--- config.mk ---
export PLATFORM = sky130hd
export DESIGN_NAME = cpu_clk_step_ctrl
export DESIGN_NICKNAME = d
export VERILOG_FILES = /design/src/rtl/cpu_clk_step_ctrl.sv
export SDC_FILE = /design/constraint.sdc
export NUM_CORES = 1
export LEC_CHECK = 0
export BUFFER_PORTS_ARGS = -buffer_cell sky130_fd_sc_hd__buf_2
export CAP_MARGIN = 10
export CORE_MARGIN = 3
export CORE_UTILIZATION = 42
export DETAILED_ROUTE_END_ITERATION = 6
export PLACE_DENSITY = 0.77
export SLEW_MARGIN = 20
export SYNTH_ARGS = -nofsm -noshare
export SYNTH_HDL_FRONTEND = slang
export SYNTH_SLANG_ARGS = --single-unit
--- constraint.sdc ---
create_clock -name clock -period 2.2 [get_ports clock]
set_input_delay 0.44 -clock clock [delete_from_list [all_inputs] [get_ports clock]]
set_output_delay 0.44 -clock clock [all_outputs]
set_load 0.02 [all_outputs]
--- src/rtl/cpu_clk_step_ctrl.sv ---
// Purpose: processor clock-enable, stretched reset, single-step/halt control and LED debug mux.
// Latency: cpu_en/cpu_reset/led/en_count are registered (1 cycle); step press to cpu_en is DEBOUNCE_CYCLES+3.
// Backpressure: none; cpu_en is a free-running enable pulse with no ready handshake.
module cpu_clk_step_ctrl #(
  parameter int DIV_WIDTH       = 8,
  parameter int RESET_HOLD      = 16,
  parameter int DEBOUNCE_CYCLES = 1000,
  parameter int NUM_CH          = 4,
  parameter int LED_WIDTH       = 16
) (
  input  logic                      clock,
  input  logic                      reset,
  input  logic [DIV_WIDTH-1:0]      div_ratio,
  input  logic [1:0]                mode,
  input  logic                      step_btn,
  input  logic [NUM_CH*32-1:0]      ch_data,
  input  logic [$clog2(NUM_CH)-1:0] ch_sel,
  output logic                      cpu_en,
  output logic                      cpu_reset,
  output logic [LED_WIDTH-1:0]      led,
  output logic [31:0]               en_count
);

  localparam int SEL_W  = $clog2(NUM_CH);
  localparam int HOLD_W = $clog2(RESET_HOLD + 1);
  localparam int DEB_W  = $clog2(DEBOUNCE_CYCLES + 1);

  // Last hold-counter value before the processor is released.
  localparam logic [HOLD_W-1:0] HOLD_LAST = HOLD_W'(RESET_HOLD - 1);
  // Debounce count at which the next differing sample completes the run.
  localparam logic [DEB_W-1:0]  DEB_LAST  = DEB_W'(DEBOUNCE_CYCLES - 1);

  localparam logic [1:0] MODE_RUN  = 2'b00;
  localparam logic [1:0] MODE_STEP = 2'b01;

  // HOLD: processor held in reset with enable forced on; LIVE: mode decides cpu_en.
  typedef enum logic {
    ST_HOLD = 1'b0,
    ST_LIVE = 1'b1
  } state_t;

  state_t               state;
  state_t               state_nxt;
  logic [HOLD_W-1:0]    hold_cnt;
  logic [HOLD_W-1:0]    hold_cnt_nxt;
  logic [DIV_WIDTH-1:0] div_cnt;
  logic [DIV_WIDTH-1:0] div_cnt_nxt;
  logic                 cpu_en_nxt;
  logic                 cpu_reset_nxt;
  logic [31:0]          en_count_nxt;

  logic                 sync_q1;
  logic                 sync_q2;
  logic [DEB_W-1:0]     deb_cnt;
  logic                 deb_lvl;
  logic                 deb_rise;

  logic [LED_WIDTH-1:0] led_nxt;

  // Channel bits above LED_WIDTH are never displayed; reduce them so they read as consumed.
  logic                 unused_ch_bits;
  assign unused_ch_bits = ^ch_data;

  // Two-flop synchronizer for the raw push-button.
  always_ff @(posedge clock) begin
    if (reset) begin
      sync_q1 <= 1'b0;
      sync_q2 <= 1'b0;
    end else begin
      sync_q1 <= step_btn;
      sync_q2 <= sync_q1;
    end
  end

  // Debouncer: accept a new level after DEBOUNCE_CYCLES consecutive samples that differ
  // from the current level; any sample matching the level restarts the run. Runs in every
  // mode so the level is always current; deb_rise flags a completed 0->1 for one cycle.
  always_ff @(posedge clock) begin
    if (reset) begin
      deb_cnt  <= '0;
      deb_lvl  <= 1'b0;
      deb_rise <= 1'b0;
    end else begin
      deb_rise <= 1'b0;
      if (sync_q2 == deb_lvl) begin
        deb_cnt <= '0;
      end else if (deb_cnt == DEB_LAST) begin
        deb_cnt  <= '0;
        deb_lvl  <= sync_q2;
        deb_rise <= sync_q2;
      end else begin
        deb_cnt <= deb_cnt + 1'b1;
      end
    end
  end

  // Sequencing state, divider and registered outputs.
  always_ff @(posedge clock) begin
    if (reset) begin
      state     <= ST_HOLD;
      hold_cnt  <= '0;
      div_cnt   <= '0;
      cpu_en    <= 1'b0;
      cpu_reset <= 1'b1;
      en_count  <= '0;
    end else begin
      state     <= state_nxt;
      hold_cnt  <= hold_cnt_nxt;
      div_cnt   <= div_cnt_nxt;
      cpu_en    <= cpu_en_nxt;
      cpu_reset <= cpu_reset_nxt;
      en_count  <= en_count_nxt;
    end
  end

  // Next-state and next-output logic. The hold phase overrides mode entirely; outside
  // it the divider only advances in run mode and sits at zero otherwise, so re-entering
  // run always starts a fresh div_ratio+1 period. A debounced rise that lands while not
  // in step mode is simply not consumed and is lost.
  always_comb begin
    state_nxt     = state;
    hold_cnt_nxt  = hold_cnt;
    div_cnt_nxt   = '0;
    cpu_en_nxt    = 1'b0;
    cpu_reset_nxt = 1'b0;
    en_count_nxt  = en_count;

    if (state == ST_HOLD) begin
      cpu_reset_nxt = 1'b1;
      cpu_en_nxt    = 1'b1;
      if (hold_cnt == HOLD_LAST) begin
        state_nxt = ST_LIVE;
      end else begin
        hold_cnt_nxt = hold_cnt + 1'b1;
      end
    end else begin
      case (mode)
        MODE_RUN: begin
          // >= rather than == so a ratio lowered below the count wraps at once.
          if (div_cnt >= div_ratio) begin
            cpu_en_nxt  = 1'b1;
            div_cnt_nxt = '0;
          end else begin
            div_cnt_nxt = div_cnt + 1'b1;
          end
        end
        MODE_STEP: begin
          cpu_en_nxt = deb_rise;
        end
        default: begin
          cpu_en_nxt = 1'b0;
        end
      endcase
      if (cpu_en_nxt) begin
        en_count_nxt = en_count + 32'd1;
      end
    end
  end

  // LED channel select; selects beyond the populated channels show blank.
  always_comb begin
    led_nxt = '0;
    for (int k = 0; k < NUM_CH; k++) begin
      if (ch_sel == SEL_W'(k)) begin
        led_nxt = ch_data[32*k +: LED_WIDTH];
      end
    end
  end

  // Register the LED value so the display changes one cycle after its inputs.
  always_ff @(posedge clock) begin
    if (reset) begin
      led <= '0;
    end else begin
      led <= led_nxt;
    end
  end

endmodule
==> results by group <==
Status
  – Status: finished, final reports clean

CTS
  – Clock Sinks: 78
  – Post-CTS Hold Buffers: 0
  – H-tree Lvls: 3
  – Clk Tree Root Cell: clkbuf_8
  – Clock slew at reported path FFs: 0.08 ns
  – CTS tree: done
  – Later-pin clock latency in the skew report: 0.34 ns
  – Max clock buf depth: 2
  – Total CTS buffers: 9

STA
  – Worst-Margin Slew: 0.514 ns
  – Final setup viols: 0
  – Slew headroom: 0.657
  – Clk_skew: ~0.014 ns
  – Final worst slack: 0.00666 ns
  – Hold Fails Final Rpt: 0
  – Fin crit period: 2.19 ns
  – Hold slack: 0.302 ns
  – Crit share post-route: 0.997
  – RSZ-0062 raised after global routing: yes
  – Max Slew Vio Count: 0
  – Max Fclk: 456 MHz

Power
  – Power Density: 497 nW/um^2
  – Worst vdd ir: approximately 280 uV
  – Tot Pwr: 2.73 mW
  – Lkg Pwr: 2.38 nW

Critical path
  – Critical path endpoint category: flop
  – Worst path cell trace: ha_4 > and3_4 > nand2_2 > o31a_1 > buf_6 > buf_12 > buf_6 > or4_1 > a21oi_1
  – Worst setup path category: reg -> reg
  – Required @ worst endpoint: approximately 2.5 ns
  – Crit-path most repeated cell: buf_6
  – Max incr delay on CP: 0.39 ns
  – Worst-path maximum fanout: 6
  – CP Launch Type: flop
  – CP arrival: 2.47 ns
  – CP startpoint: div_cnt[6]$_SDFF_PP0_
  – Worst path slowest cell: or4_1
  – Reg-to-reg critical path startpoint: div_cnt[6]$_SDFF_PP0_

Place
  – Final Wtd Congestion: roughly 0.8
  – Pre-CTS setup slack: -0.335 ns
  – Dpl cells: 685
  – PortBufs: 128
  – Final HPWL DP: 7.48 mm

Routing
  – Final WL: 10.3 mm
  – Starting DRC count in detailed routing: 241
  – Wire length per cell: 14.6 um
  – Vias per std cell: between 5 and 6
  – Post-route antenna net violation count: 0
  – Via Count: 3721
  – Drt pass-1 iters: 4
  – Drc violations: 0

Global routing
  – GR Util All Layers: 0.180
  – Largest net degree at the start of global routing: 54
  – Initial antenna violation count: 0
  – First-pass GRT wire length: ~16 mm
  – Vias in the first global route: 3577
  – Grt total ovfl: 0

Layout
  – Final core utilization: 0.593
  – Multi-input gate area: around 2500 um^2
  – Share of cells above drive strength 1: 0.432
  – # fillers: ~840
  – Sequential cell area: 1570 um^2
  – Layout area overhead: 37.2%
  – Non-Filler Instances: 708
  – Inserted Diodes: 0
  – Final Net Count: roughly 730

Yosys
  – Ys flop type: dfxtp_1
  – Syn_nets: 579
  – Post-Syn Area: between 4000 and 5000 um^2
  – Post-synth EDFFs: 0
  – Seq cells post-synth: roughly 80
  – Dominant cell type by area after synthesis: dfxtp_1
  – Mapped Cells: between 400 and 500
  – Warnings, synthesis: 0
  – Synth area leaders: dfxtp_1 (39%), mux4_2 (9.0%), nor2b_1 (4.5%)
  – Share of the yosys chip area belonging to registers: 0.389
  – Unique masters post-synth: between 40 and 50
  – Post-synth ARST share: 0
  – Top cell type's share of synthesized area: 0.389
  – Mapped Avg Cell Area: roughly 9.5 um^2

Floorplanning
  – Die ar.: 10800 um^2
  – Initial Util: 0.432
  – Die Width: 104 um
  – Core area: 9280 um^2
  – IO Pins: 193
  – Row count: 35
  – Height of the die: between 100 and 150 um

Hold path
  – Hold_sp: step_btn
  – Worst hold-check path type: in -> reg

Run
  – Max_cap viols: 0
-- report_power, final --
group	switching, mW	internal (mW)	total (mW)
Combinational	0.159	0.185	0.344
Sequential	0.0124	1.44	1.45
Clock	0.501	0.436	0.936
Total	0.672	2.06	2.73
-- what timing repair did --
action	CTS	global route
resized for setup	9	48
cloned	0	2
pin swaps	0	17
endpoints found under the setup margin	10	19
setup buffers	0	6
-- cells in the final DEF, fill, tap and decap left out, drive strengths merged, types with 3 or more instances in the layout --
cell type,count
a21oi,22
and2,5
and3,13
and4,3
buf,165
clkbuf,13
dfxtp,78
ha,13
inv,22
mux2,13
mux4,16
nand2,21
nand2b,4
nand3,15
nand4,11
nor2,43
nor2b,29
nor3,3
nor4,11
nor4b,3
o2111ai,7
o21ai,7
o31ai,14
or3,3
or4,10
xnor2,5
xor2,11
-- worst paths after layout --
path                                             endpoint  slack [ns]  cells after the start
worst max-delay path            en_count[28]$_SDFFE_PP0P_       0.007                      9
worst min-delay path                   sync_q1$_SDFF_PP0_        0.30                      2
worst min register to register      deb_cnt[0]$_SDFF_PP0_        0.44                      1
worst max register to register  en_count[28]$_SDFFE_PP0P_       0.007                      9
-- cell families (layout without fill, tap and decap cells) --
family,count (synthesis),after routing,share of synthesized area
mux,30,30,0.129
flops,78,78,0.389
compound gates,62,62,0.108
simple gates,177,177,0.248
xor+xnor,16,16,0.0349
fa+ha+maj,13,13,0.0405
buf+inv,47,203,0.0514
-- state kept, by name (all words and copies together), names as in the netlist --
name       flops
cpu_en         1
sync_q1        1
hold_cnt       5
deb_rise       1
state          1
sync_q2        1
cpu_reset      1
en_count      32
led           16
deb_cnt       10
deb_lvl        1
div_cnt        8
-- final cells by class --
type | count | area share
clock inverter | 3 | 0.00386
inverter | 22 | 0.0150
multi-input combinational | 298 | 0.455
tap | 129 | 0.0293
clock buffer | 12 | 0.0264
timing repair buffer | 166 | 0.185
sequential | 78 | 0.285
-- synthesized netlist by cell type, types with 3 or more instances --
| cell | n |
|---|---|
| xnor2_1 | 5 |
| nor2b_1 | 29 |
| and3_1 | 13 |
| dfxtp_1 | 78 |
| or4_1 | 10 |
| nor2_1 | 42 |
| nand2b_1 | 4 |
| and4_1 | 3 |
| nor4_1 | 9 |
| xor2_1 | 11 |
| mux2_2 | 13 |
| nand4_1 | 10 |
| clkbuf_1 | 13 |
| nand3_1 | 15 |
| o2111ai_1 | 7 |
| inv_1 | 22 |
| buf_2 | 3 |
| buf_4 | 3 |
| mux4_2 | 16 |
| ha_1 | 13 |
| or3_1 | 3 |
| o31ai_1 | 14 |
| a21oi_1 | 22 |
| and2_1 | 5 |
| nor4b_1 | 3 |
| buf_1 | 4 |
| nor3_1 | 3 |
| o21ai_0 | 7 |
| nand2_1 | 20 |
-- metrics by stage --
step,cell area [um^2],TNS (ns)
after floorplan,4010,-0.0167
after global placement,4940,-7.47
after detailed placement,4940,-8.18
after CTS,5160,0
after global routing,5510,-1.35
final,5510,0
-- layer usage --
layer	routed length (um)	global-route usage	vias up
li1	-	-	1834
met3	751	0.0430	9
met2	5000	0.305	138
met1	4460	0.231	1740
met4	98	0.0456	0
met5	0	0	-
-- worst max-delay path, delay by kind of cell (launching register included) --
| kind | cells | cell delay (ns) |
|---|---|---|
| fa+ha+maj | 1 | 0.27 |
| simple gates | 3 | 0.63 |
| compound gates | 2 | 0.47 |
| buf+inv | 3 | 0.39 |
| flops | 1 | 0.34 |
(Power assumes the default switching activity.)
